## src/rtl/dallanma_guncelleme_denetleyici.sv

```systemverilog
// rtl/dallanma_guncelleme_denetleyici.sv - two-requester branch predictor update FIFO with optional statistics
//
// Purpose:
//   Collects resolved branches from requester A (branch unit) and requester B
//   (jump unit) into a small in-order FIFO and replays them one per cycle onto
//   the predictor update port whenever the predictor is not stalled.
//
// Ports:
//   clk_i, rst_i                 clock, synchronous active-low reset
//   a_* / b_*                    requester A / B: gecerli (valid), atladi (taken),
//                                ps (branch PC), hedef (target), hazir (accepted)
//   durdur_i                     blocks predictor update this cycle
//   dallanma_hata_i              misprediction pulse, statistics only
//   guncelle_*_o                 predictor update port, driven from FIFO head
//   bos_o, dolu_o                FIFO empty / full
//   toplam_o, atladi_sayisi_o,
//   hata_sayisi_o                statistics counters
//
// Configuration:
//   DALLANMA_SAYAC_EN            when defined, builds saturating statistics
//                                counters; otherwise the counter outputs are 0.

module dallanma_guncelleme_denetleyici #(
  parameter int FIFO_DERINLIK = 4
) (
  input  logic        clk_i,
  input  logic        rst_i,
  input  logic        a_gecerli_i,
  input  logic        a_atladi_i,
  input  logic [31:0] a_ps_i,
  input  logic [31:0] a_hedef_i,
  output logic        a_hazir_o,
  input  logic        b_gecerli_i,
  input  logic        b_atladi_i,
  input  logic [31:0] b_ps_i,
  input  logic [31:0] b_hedef_i,
  output logic        b_hazir_o,
  input  logic        durdur_i,
  input  logic        dallanma_hata_i,
  output logic        guncelle_gecerli_o,
  output logic        guncelle_atladi_o,
  output logic [31:0] guncelle_ps_o,
  output logic [31:0] guncelle_hedef_adresi_o,
  output logic        bos_o,
  output logic        dolu_o,
  output logic [31:0] toplam_o,
  output logic [31:0] atladi_sayisi_o,
  output logic [31:0] hata_sayisi_o
);

  localparam int PW = $clog2(FIFO_DERINLIK);
  localparam int CW = PW + 1;

  typedef struct packed {
    logic        atladi;
    logic [31:0] ps;
    logic [31:0] hedef;
  } giris_t;

  typedef enum logic {
    ONC_A = 1'b0,
    ONC_B = 1'b1
  } oncelik_t;

  logic [CW-1:0] sayac_q, sayac_d;
  logic [PW-1:0] yaz_ptr_q, yaz_ptr_d;
  logic [PW-1:0] oku_ptr_q, oku_ptr_d;
  logic [PW-1:0] yaz_b_ptr;
  oncelik_t      oncelik_q, oncelik_d;
  giris_t        kayit_q [FIFO_DERINLIK];
  giris_t        kayit_d [FIFO_DERINLIK];
  giris_t        bas;

  logic [CW-1:0] bos_yer;
  logic          a_kabul, b_kabul, cek;

  // Free space is taken from the registered count only; a pop in the same
  // cycle does not create room for a push.
  assign bos_yer = CW'(FIFO_DERINLIK) - sayac_q;
  assign bos_o   = (sayac_q == '0);
  assign dolu_o  = (sayac_q == CW'(FIFO_DERINLIK));

  always_comb begin
    a_hazir_o = 1'b0;
    b_hazir_o = 1'b0;
    oncelik_d = oncelik_q;
    if (bos_yer >= CW'(2)) begin
      a_hazir_o = 1'b1;
      b_hazir_o = 1'b1;
    end else if (bos_yer == CW'(1)) begin
      // One slot left: an uncontested requester takes it, otherwise the
      // priority holder wins and priority passes to the other side.
      a_hazir_o = !b_gecerli_i || (oncelik_q == ONC_A);
      b_hazir_o = !a_gecerli_i || (oncelik_q == ONC_B);
      if (a_gecerli_i && b_gecerli_i) begin
        oncelik_d = (oncelik_q == ONC_A) ? ONC_B : ONC_A;
      end
    end
  end

  assign a_kabul = a_gecerli_i && a_hazir_o;
  assign b_kabul = b_gecerli_i && b_hazir_o;

  // B lands right behind A when both are accepted, so A is the older entry.
  assign yaz_b_ptr = yaz_ptr_q + PW'(a_kabul);

  assign bas = kayit_q[oku_ptr_q];
  assign cek = !bos_o && !durdur_i;

  assign guncelle_gecerli_o      = cek;
  assign guncelle_atladi_o       = cek ? bas.atladi : 1'b0;
  assign guncelle_ps_o           = cek ? bas.ps     : 32'd0;
  assign guncelle_hedef_adresi_o = cek ? bas.hedef  : 32'd0;

  always_comb begin
    kayit_d = kayit_q;
    if (a_kabul) begin
      kayit_d[yaz_ptr_q] = '{atladi: a_atladi_i, ps: a_ps_i, hedef: a_hedef_i};
    end
    if (b_kabul) begin
      kayit_d[yaz_b_ptr] = '{atladi: b_atladi_i, ps: b_ps_i, hedef: b_hedef_i};
    end
  end

  always_comb begin
    yaz_ptr_d = yaz_ptr_q + PW'(a_kabul) + PW'(b_kabul);
    oku_ptr_d = oku_ptr_q + PW'(cek);
    sayac_d   = sayac_q + CW'(a_kabul) + CW'(b_kabul) - CW'(cek);
  end

  always_ff @(posedge clk_i) begin
    if (!rst_i) begin
      sayac_q   <= '0;
      yaz_ptr_q <= '0;
      oku_ptr_q <= '0;
      oncelik_q <= ONC_A;
    end else begin
      sayac_q   <= sayac_d;
      yaz_ptr_q <= yaz_ptr_d;
      oku_ptr_q <= oku_ptr_d;
      oncelik_q <= oncelik_d;
    end
  end

  // Payload storage carries no reset; the pointers decide what is live.
  always_ff @(posedge clk_i) begin
    kayit_q <= kayit_d;
  end

`ifdef DALLANMA_SAYAC_EN
  logic [31:0] toplam_q, toplam_d;
  logic [31:0] atladi_q, atladi_d;
  logic [31:0] hata_q, hata_d;

  always_comb begin
    toplam_d = toplam_q;
    atladi_d = atladi_q;
    hata_d   = hata_q;
    if (cek && (toplam_q != 32'hFFFF_FFFF)) begin
      toplam_d = toplam_q + 32'd1;
    end
    if (cek && guncelle_atladi_o && (atladi_q != 32'hFFFF_FFFF)) begin
      atladi_d = atladi_q + 32'd1;
    end
    if (dallanma_hata_i && (hata_q != 32'hFFFF_FFFF)) begin
      hata_d = hata_q + 32'd1;
    end
  end

  always_ff @(posedge clk_i) begin
    if (!rst_i) begin
      toplam_q <= '0;
      atladi_q <= '0;
      hata_q   <= '0;
    end else begin
      toplam_q <= toplam_d;
      atladi_q <= atladi_d;
      hata_q   <= hata_d;
    end
  end

  assign toplam_o        = toplam_q;
  assign atladi_sayisi_o = atladi_q;
  assign hata_sayisi_o   = hata_q;
`else
  logic unused_hata;
  assign unused_hata     = dallanma_hata_i;
  assign toplam_o        = 32'd0;
  assign atladi_sayisi_o = 32'd0;
  assign hata_sayisi_o   = 32'd0;
`endif

endmodule
```

## config.mk

```make
export PLATFORM = sky130hd
export DESIGN_NAME = dallanma_guncelleme_denetleyici
export DESIGN_NICKNAME = d
export VERILOG_FILES = /design/src/rtl/dallanma_guncelleme_denetleyici.sv
export SDC_FILE = /design/constraint.sdc
export NUM_CORES = 1
export LEC_CHECK = 0
export BUFFER_PORTS_ARGS = -buffer_cell sky130_fd_sc_hd__buf_2
export CAP_MARGIN = 20
export CORE_UTILIZATION = 50
export CTS_CLUSTER_DIAMETER = 30
export DETAILED_ROUTE_END_ITERATION = 10
export PLACE_DENSITY = 0.74
export SLEW_MARGIN = 30
export SYNTH_ARGS = -nofsm -noshare
export SYNTH_HDL_FRONTEND = slang
export SYNTH_SLANG_ARGS = --single-unit
```

## constraint.sdc

```tcl
create_clock -name clk_i -period 4.3 [get_ports clk_i]
set_input_delay 0.645 -clock clk_i [delete_from_list [all_inputs] [get_ports clk_i]]
set_output_delay 0.645 -clock clk_i [all_outputs]
set_load 0.05 [all_outputs]
```

==> results.py, run 1 <==
metrics = {
    "run_status": {
        "status": "finished clean",
    },
    "clock_tree": {
        "cts.root.buffer_cell": "clkbuf_16",
        "clk_pin_slew_ps": 50,
        "clock_latency_ps": 560,
        "post_cts_buffers": 0,
        "cts_buffers": 74,
        "cts.path.max_buffers": 3,
        "cts_tree": "done",
        "ctsResizeCount": 0,
        "cts_hold_buf": 0,
        "cts_max_level": 3,
        "clock-sinks": 268,
    },
    "detailed_routing": {
        "route.detailed.drc": 0,
        "drt_iter0_markers": 349,
        "viasPerCell": 5.326,
        "drt-total-wl_um": 35930,
        "drt_pass1_iterations": 4,
        "antenna_left": 0,
        "vias": 9646,
        "wl_per_cell_um": 19.84,
    },
    "synthesis": {
        "synth_cells": 1147,
        "avgSynthCellArea_um2": 13.32,
        "synth_xor_area_share_pct": 0.3440,
        "synth_top_family_by_area": "multiplexers",
        "synth-simple-area-share_pct": 3.473,
        "synth_area_mm2": 0.01528,
        "ys_seq_area_share_pct": 35.12,
        "synth-compound-area-share_pct": 0.3849,
        "synthAdderAreaFrac_pct": 0.9992,
        "synth_seq_cells": 268,
        "synth.distinct_cells": 27,
        "yosysWarnings": 0,
        "synth_mux_area_share_pct": 51.60,
    },
    "floorplanning": {
        "die_area_mm2": 0.03126,
        "ioPinCount": 302,
        "die_y_um": 176.8,
        "core_mm2": 0.02987,
        "die_w_um": 176.8,
        "rows": 63,
        "initial_core_util_pct": 51.14,
    },
    "flow_run": {
        "drv_cap": 0,
    },
    "final_layout": {
        "drive_gt1_share_pct": 65.75,
        "stdcell_area_mm2": 0.01888,
        "syn_to_final_growth_pct": 23.60,
        "n_fill_cell": 2258,
        "layout.nets": 1512,
    },
    "global_route": {
        "grt_usage_pct": 22.93,
        "use_met2_pct": 39.00,
        "use_met3_pct": 6.422,
        "grt_pass1_vias": 10290,
        "grt_pass1_wl_um": 55580,
        "antenna_found_initial": 5,
        "grt-busiest-layer": "met2",
        "use_met1_pct": 27.30,
        "grt_start_max_net_pins": 68,
        "grt.overflow.total": 0,
    },
    "worst_setup_path": {
        "crit_family": "buffers and inverters",
        "path_buf_inv": 3,
        "cp-start-kind": "flop",
        "crit_top_cell": "ha_1",
        "worst_path_max_delay_cell": "buf_4",
        "worstPathMaxFanout": 67,
        "r2r_start": "sayac_q[1]$_SDFF_PN0_",
        "worstPathArrival_ps": 2980,
        "setup.worst_path.start": "sayac_q[1]$_SDFF_PN0_",
        "cp-end-kind": "primary output",
        "crit_type": "reg -> out",
        "cp_cell_sequence": "inv_1 > ha_1 > ha_1 > nor2_4 > buf_4 > and2_1 > buf_2",
        "crit_required_ps": 3650,
        "timing.critical_path.slowest_cell_delay_ps": 630,
    },
    "timing": {
        "drv_slew": 0,
        "max_slew.worst_pin.slew_ps": 925.9,
        "relSlewSlack_pct": 38.14,
        "rsz0062_at_grt": "false",
        "fin_setup_tns_ps": 0,
        "finalSetupViolCount": 0,
        "period_minus_slack_ps": 3623,
        "hold_viol": 0,
        "fin_worst_skew_ps": 16.48,
        "fin_crit_sh_pct": 84.25,
        "fmax_ghz": 0.2760,
    },
    "pwr": {
        "p_per_area_mw_per_mm2": 965.3,
        "p_leak_nw": 8.579,
        "max-vdd-ir-drop_mv": 0.5255,
    },
    "worst_hold_path": {
        "hp-start": "b_hedef_i[11]",
        "min_path_type": "in -> reg",
    },
    "placement": {
        "port_buffers": 204,
        "finalWeightedCongestion": 0.7512,
        "hpwlAfterDp_um": 20440,
        "dpl_cell_area_mm2": 0.01623,
    },
}
==> placed cells by master, fill, tap and decap left out, drive strengths merged, types with 3 or more instances in the layout <==
| cell | instances |
|---|---|
| clkinvlp | 3 |
| inv | 15 |
| bufinv | 13 |
| mux2 | 520 |
| xnor2 | 3 |
| clkinv | 8 |
| clkbuf | 102 |
| and2 | 74 |
| mux4 | 65 |
| buf | 220 |
| dfxtp | 268 |
| nand4 | 3 |
| a2111o | 3 |
| ha | 9 |
| xor2 | 3 |
| conb | 96 |
==> area by class of cell <==
class	instances	area (µm²)	area share (%)
multi-input combinational	790	9072	48.05
sequential	268	5373	28.45
clock buffer	102	2128	11.27
timing repair buffer	220	1254	6.639
clock inverter	28	521.8	2.763
tap	390	488.0	2.584
inverter	11	41.29	0.2187
antenna	2	5.005	0.02650
==> metrics by stage <==
step | std cells | util (%) | hold WS [ps] | worst slack [ps] | power, mW
final | 1811 | 63.21 | 351.0 | 677.0 | 18.23
after global placement | 1679 | 54.32 | 576.0 | 897.3 | 12.14
after global routing | 1810 | 63.20 | 346.4 | 532.6 | 19.10
after CTS | 1809 | 63.19 | 335.1 | 646.5 | 18.36
after detailed placement | 1679 | 54.32 | 589.1 | 787.1 | 12.45
after floorplan | 1242 | - | 563.0 | 803.5 | 11.10
==> report_power, final <==
| group | internal, mW | leakage (nW) | switching, mW |
|---|---|---|---|
| Combinational | 4.44 | 5.03 | 3.37 |
| Sequential | 3.90 | 2.26 | 0.730 |
| Clock | 4.20 | 1.29 | 1.59 |
==> path summary, 6_finish.rpt <==
| path | depth (start not counted) | to | slack, ps |
|---|---|---|---|
| setup / recovery | 7 | guncelle_ps_o[0] | 680 |
| hold / removal | 2 | kayit_q[11]$_DFF_P_ | 350 |
| setup reg to reg | 11 | sayac_q[2]$_SDFF_PN0_ | 820 |
| hold reg to reg | 2 | kayit_q[18]$_DFF_P_ | 590 |
==> registers in the layout, summed over array words and instances, names as in the netlist <==
signal / cells
oku_ptr_q: 2
kayit_q: 260
oncelik_q: 1
yaz_ptr_q: 2
sayac_q: 3
==> cells in the mapped netlist (all sizes together) <==
library cell  count  area share (%)
a2111o            3            0.22
a21bo             1           0.066
a21oi             2           0.066
and2             74             3.0
buf             157             7.4
clkbuf           16            0.39
conb              1           0.025
dfxtp           268              35
fa                2            0.26
ha                9            0.74
inv              11            0.27
mux2            520              42
mux4             65             9.6
nand2             1           0.025
nand3             2           0.066
nand4             3            0.12
nand4b            1           0.057
nor2              2           0.049
nor2b             1           0.041
nor3b             1           0.082
o21ai             1           0.033
xnor2             3            0.17
xor2              3            0.17
==> cells by family after synthesis <==
| kind of cell | Yosys count |
|---|---|
| adder cells (fa/ha/maj) | 11 |
| AO/OA/AOI/OAI | 7 |
| AND/OR/NAND/NOR | 85 |
| flip-flops | 268 |
| buffers and inverters | 184 |
| other | 1 |
| multiplexers | 585 |
| XOR/XNOR | 6 |
==> metal layers <==
layer | wire, µm | part of all wire (%)
met5 | 35 | 0.097
met4 | 811 | 2.3
met3 | 2204 | 6.1
met2 | 17610 | 49
met1 | 15270 | 43
Note: power is estimated with default switching activity, not from simulation.
==> inputs of run 2 (changes only) <==
PLACE_DENSITY = 0.77   (was 0.74)
clock period = 3.1 ns   (was 4.3 ns; I/O delays follow)
==> run 2 against run 1 <==
Clock skew shrank 1.4 ps; design area barely moved; final cell count is 0.28% higher; via count is 0.93% higher; first-iteration DRC count increased by 36%; register-to-register slack got worse by 660 ps; die area stayed put; global-route usage rose by 0.62 points; core utilization hardly changed; clock-buffer cell count down 1; combinational power increased by 45%; critical path type unchanged; highest routed layer unchanged.
==> results.py, run 2 (synthesis results as in run 1) <==
metrics = {
    "detailed_routing": {
        "drt_iter0_markers": 476,
        "drt-total-wl_um": 36490,
        "vias": 9736,
        "viasPerCell": 5.361,
        "drt_pass1_iterations": 4,
        "antenna_left": 0,
        "wl_per_cell_um": 20.10,
        "route.detailed.drc": 0,
    },
    "clock_tree": {
        "cts_max_level": 3,
        "cts_buffers": 69,
        "clock_latency_ps": 550,
        "clock-sinks": 268,
        "clk_pin_slew_ps": 40,
        "cts_tree": "done",
        "cts_hold_buf": 0,
        "cts.root.buffer_cell": "clkbuf_16",
        "cts.path.max_buffers": 3,
    },
    "flow_run": {
        "drv_cap": 0,
    },
    "pwr": {
        "max-vdd-ir-drop_mv": 0.7930,
        "p_per_area_mw_per_mm2": 1322,
        "p_leak_nw": 8.600,
        "swShare_pct": 31.63,
        "total_power_mw": 24.98,
        "clockPowerShare_pct": 29.2,
        "seqPwrFrac_pct": 25.5,
        "p_comb_share_pct": 45.2,
        "p_int_mw": 17.08,
        "p_sw_mw": 7.900,
    },
    "worst_setup_path": {
        "crit_type": "reg -> out",
        "r2r_cells": 12,
        "timing.critical_path.slowest_cell_delay_ps": 470,
        "worst_path_max_delay_cell": "clkbuf_8",
        "worstPathMaxFanout": 67,
        "cp-end-kind": "primary output",
        "setup.worst_path.start": "sayac_q[1]$_SDFF_PN0_",
        "worstPathArrival_ps": 2530,
        "crit_end": "guncelle_hedef_adresi_o[13]",
        "r2r_slack_ps": 160,
        "cp_cell_sequence": "inv_1 > ha_1 > ha_2 > nor2_4 > clkbuf_8 > and2_1 > buf_2",
        "r2r-end": "sayac_q[2]$_SDFF_PN0_",
        "crit_required_ps": 2630,
        "r2r_start": "sayac_q[1]$_SDFF_PN0_",
        "cp-start-kind": "flop",
    },
    "placement": {
        "finalWeightedCongestion": 0.7716,
        "port_buffers": 204,
        "hpwlAfterDp_um": 21580,
        "pre_cts_ws_ps": 62.62,
    },
    "final_layout": {
        "syn_to_final_growth_pct": 23.69,
        "drive_gt1_share_pct": 66.22,
        "largest_reg_flops": 260,
        "largest_registers": "kayit_q (260), sayac_q (3)",
        "final_cell_mix": "370 x mux2_2, 266 x dfxtp_1, 204 x buf_2",
        "layout.nets": 1520,
        "regMostFlops": "kayit_q",
        "final_common_cell": "mux2_2",
    },
    "global_route": {
        "antenna_found_initial": 4,
        "grt_start_max_net_pins": 68,
        "grt_usage_pct": 23.55,
        "grt_pass1_wl_um": 57270,
        "grt.overflow.total": 0,
        "grt_pass1_vias": 10540,
    },
    "floorplanning": {
        "rows": 63,
        "die_area_mm2": 0.03126,
        "die_w_um": 176.8,
        "ioPinCount": 302,
        "die_y_um": 176.8,
        "initial_core_util_pct": 51.14,
        "core_mm2": 0.02987,
    },
    "timing": {
        "fin_worst_skew_ps": 15.12,
        "fin_setup_tns_ps": 0,
        "drv_slew": 0,
        "fmax_ghz": 0.3343,
        "fin_crit_sh_pct": 96.49,
        "rsz0062_at_grt": "false",
        "hold_viol": 0,
        "fin_ws_ps": 108.9,
        "period_minus_slack_ps": 2991,
        "max_slew.worst_pin.slew_ps": 511.3,
        "relSlewSlack_pct": 65.91,
        "finalSetupViolCount": 0,
    },
    "worst_hold_path": {
        "min_path_type": "in -> reg",
    },
    "run_status": {
        "status": "finished clean",
    },
}
-- run 2: how the worst min path moves through the flow --
stage	from	endpoint	slack (ps)	cells past startpoint
2_1_floorplan	oku_ptr_q[0]$_SDFF_PN0_	oku_ptr_q[0]$_SDFF_PN0_	560	2
3_5_place_dp	kayit_q[91]$_DFF_P_	kayit_q[91]$_DFF_P_	590	2
4_1_cts	b_ps_i[18]	kayit_q[50]$_DFF_P_	160	2
3_3_place_gp	kayit_q[67]$_DFF_P_	kayit_q[67]$_DFF_P_	580	2
5_1_grt	b_ps_i[12]	kayit_q[239]$_DFF_P_	180	2
6_report	b_ps_i[18]	kayit_q[50]$_DFF_P_	190	2
-- run 2: critical path, delay by kind of cell, from the launching register on --
family                     cells  cell delay, ps
and+or+nand+nor                2             390
buffers and inverters          3             840
adders and majority gates      2             420
DFF                            1             320
-- run 2: final cells by class --
class	instances	area [µm²]
Fill cell	2202	10980
Multi-Input combinational cell	790	9106
Sequential cell	268	5373
Clock buffer	101	2081
Timing Repair Buffer	233	1470
Tap cell	390	488.0
Clock inverter	21	332.8
Inverter	11	41.29
Antenna cell	2	5.005
-- run 2: power by group through the flow --
stage / Clock (mW) / Combinational [mW] / Sequential [mW]
global placement: 0 / 10.9 / 6.28
CTS: 7.43 / 11.3 / 6.38
detailed placement: 0 / 11.2 / 6.40
finish: 7.30 / 11.3 / 6.38
global route: 7.63 / 12.0 / 6.60
floorplan: 0 / 9.42 / 6.02
-- run 2: layer usage --
| metal | global-route usage [%] | part of all wire, % | vias to the layer above |
|---|---|---|---|
| met5 | 0 | 0.063 | - |
| met4 | 8.513 | 2.0 | 4 |
| met3 | 5.906 | 5.9 | 72 |
| met2 | 39.95 | 49 | 313 |
| met1 | 28.76 | 43 | 4873 |
| li1 | - | - | 4474 |
-- run 2: repair_timing --
item	4_1_cts	5_1_grt
setup endpoints to repair	65	53
setup buffers	0	2
gates resized for setup	1	4
pin swaps	0	1
-- run 2: through the flow --
step / hold WS (ps) / util, % / area [µm²] / std cells
floorplan: 563.0 / - / 15660 / 1242
global placement: 577.2 / 55.04 / 16440 / 1690
detailed placement: 587.0 / 55.04 / 16440 / 1690
CTS: 155.6 / 63.13 / 18860 / 1812
global route: 176.4 / 63.24 / 18890 / 1814
finish: 185.9 / 63.25 / 18900 / 1816
==> inputs of run 3 (changes only) <==
PLACE_DENSITY = 0.76   (was 0.77)
==> run 3 against run 2 <==
Core utilization is 0.53 points higher; maximum frequency about the same; combinational power about the same; total power is 2.3% higher; highest routed layer unchanged; die area unchanged.
==> results.py, run 3 (synthesis results as in run 1) <==
metrics = {
    "timing": {
        "fmax_ghz": 0.3341,
        "finalSetupViolCount": 0,
        "period_minus_slack_ps": 2993,
        "drv_slew": 0,
        "fin_crit_sh_pct": 96.54,
        "fin_worst_skew_ps": 30.27,
        "holdWs_ps": 168.9,
        "relSlewSlack_pct": 61.72,
        "max_slew.worst_pin.slew_ps": 574.2,
        "fin_ws_ps": 107.2,
        "hold_viol": 0,
    },
    "clock_tree": {
        "clock-sinks": 268,
        "clk_pin_slew_ps": 50,
        "cts.root.buffer_cell": "clkbuf_16",
        "cts_max_level": 3,
        "clock_latency_ps": 570,
        "cts_hold_buf": 0,
        "cts_tree": "done",
        "cts_buffers": 70,
        "cts.path.max_buffers": 3,
    },
    "final_layout": {
        "drive_gt1_share_pct": 66.71,
        "largest_registers": "kayit_q (260), sayac_q (3)",
        "final_cell_mix": "370 x mux2_2, 266 x dfxtp_1, 204 x buf_2",
        "layout.nets": 1517,
        "fin_cells": 1819,
        "regMostFlops": "kayit_q",
        "largest_reg_flops": 260,
        "utilization_pct": 63.78,
        "syn_to_final_growth_pct": 24.73,
        "final_common_cell": "mux2_2",
    },
    "flow_run": {
        "drv_cap": 0,
    },
    "global_route": {
        "antenna_found_initial": 4,
        "grt_pass1_wl_um": 56780,
        "grt_pass1_vias": 10350,
        "grt_start_max_net_pins": 68,
        "grt_usage_pct": 23.57,
        "grt.overflow.total": 0,
    },
    "worst_hold_path": {
        "min_path_type": "in -> reg",
        "holdPathStages": 2,
    },
    "pwr": {
        "p_sw_mw": 8.031,
        "p_int_mw": 17.52,
        "p_leak_nw": 8.663,
        "p_per_area_mw_per_mm2": 1341,
        "swShare_pct": 31.43,
        "p_comb_share_pct": 43.9,
        "clockPowerShare_pct": 31.1,
        "max-vdd-ir-drop_mv": 0.7431,
        "seqPwrFrac_pct": 25.0,
    },
    "detailed_routing": {
        "viasPerCell": 5.336,
        "drt-total-wl_um": 36670,
        "drt_iter0_markers": 318,
        "drt_pass1_iterations": 4,
        "wl_per_cell_um": 20.16,
        "vias": 9707,
        "antenna_left": 0,
        "route.detailed.drc": 0,
    },
    "worst_setup_path": {
        "r2r_cells": 12,
        "cp-end-kind": "flop",
        "crit_required_ps": 3540,
        "crit_type": "reg -> reg",
        "worstPathArrival_ps": 3430,
        "cp-start-kind": "flop",
        "worstPathMaxFanout": 7,
    },
    "floorplanning": {
        "core_mm2": 0.02987,
        "ioPinCount": 302,
        "die_w_um": 176.8,
        "initial_core_util_pct": 51.14,
        "die_y_um": 176.8,
        "die_area_mm2": 0.03126,
        "rows": 63,
    },
    "run_status": {
        "status": "finished clean",
    },
    "placement": {
        "finalWeightedCongestion": 0.7536,
        "dp_cells": 1688,
        "hpwlAfterDp_um": 21340,
        "pre_cts_ws_ps": 112.6,
        "port_buffers": 204,
    },
}
-- run 3: cell types whose count changed in the layout (fill, tap and decap cells not counted), sizes merged --
cell / delta
clkbuf: -14
bufinv: +8
buf: -3
inv: +1
clkinvlp: +1
clkinv: +10
-- run 3: per-layer routing --
| layer | routed length [µm] | track usage (%) |
|---|---|---|
| met4 | 554 | 7.471 |
| met5 | 45 | 0 |
| met1 | 15800 | 28.39 |
| met2 | 18070 | 40.16 |
| met3 | 2193 | 6.937 |
-- run 3: path summary, 6_finish.rpt --
check / start / end / slack, ps
setup / recovery: sayac_q[1]$_SDFF_PN0_ / sayac_q[2]$_SDFF_PN0_ / 110
hold / removal: b_hedef_i[13] / kayit_q[78]$_DFF_P_ / 170
setup reg to reg: sayac_q[1]$_SDFF_PN0_ / sayac_q[2]$_SDFF_PN0_ / 110
hold reg to reg: kayit_q[65]$_DFF_P_ / kayit_q[65]$_DFF_P_ / 600
-- run 3: power by group through the flow --
stage | clock network, mW | registers (mW) | logic (mW)
floorplan | 0 | 6.02 | 9.42
global placement | 0 | 6.30 | 10.8
detailed placement | 0 | 6.40 | 11.1
CTS | 8.05 | 6.38 | 11.2
global route | 8.25 | 6.60 | 11.9
finish | 7.95 | 6.38 | 11.2
-- run 3: layout make-up --
type | instances | area (µm²)
Antenna cell | 2 | 5.005
Clock buffer | 88 | 1929
Clock inverter | 41 | 684.4
Fill cell | 2217 | 10820
Inverter | 11 | 41.29
Multi-Input combinational cell | 790 | 9114
Sequential cell | 268 | 5373
Tap cell | 390 | 488.0
Timing Repair Buffer | 229 | 1420
-- run 3: what timing repair did --
| action | 4_1_cts | 5_1_grt |
|---|---|---|
| buffers inserted | 0 | 0 |
| setup endpoints to repair | 65 | 53 |
| gates cloned | 0 | 0 |
| resized for setup | 1 | 7 |
-- run 3: per-stage QoR --
step                TNS [ps]  total power, mW  cell area (µm²)
floorplan                  0            15.44            15660
global placement           0            17.12            16400
detailed placement         0            17.53            16400
CTS                        0            25.66            19020
global route          -24.51            26.77            19050
finish                     0            25.55            19050
-- run 3: critical path, cell delays in order (launching register included) --
cell and delay [ps]:
dfxtp_1 320, inv_1 80, ha_1 230, ha_2 330, nor3b_4 220, buf_6 170
o21ai_4 90, and2_1 200, fa_1 410, fa_2 400, xnor2_2 150, xnor2_1 120
and2_1 150
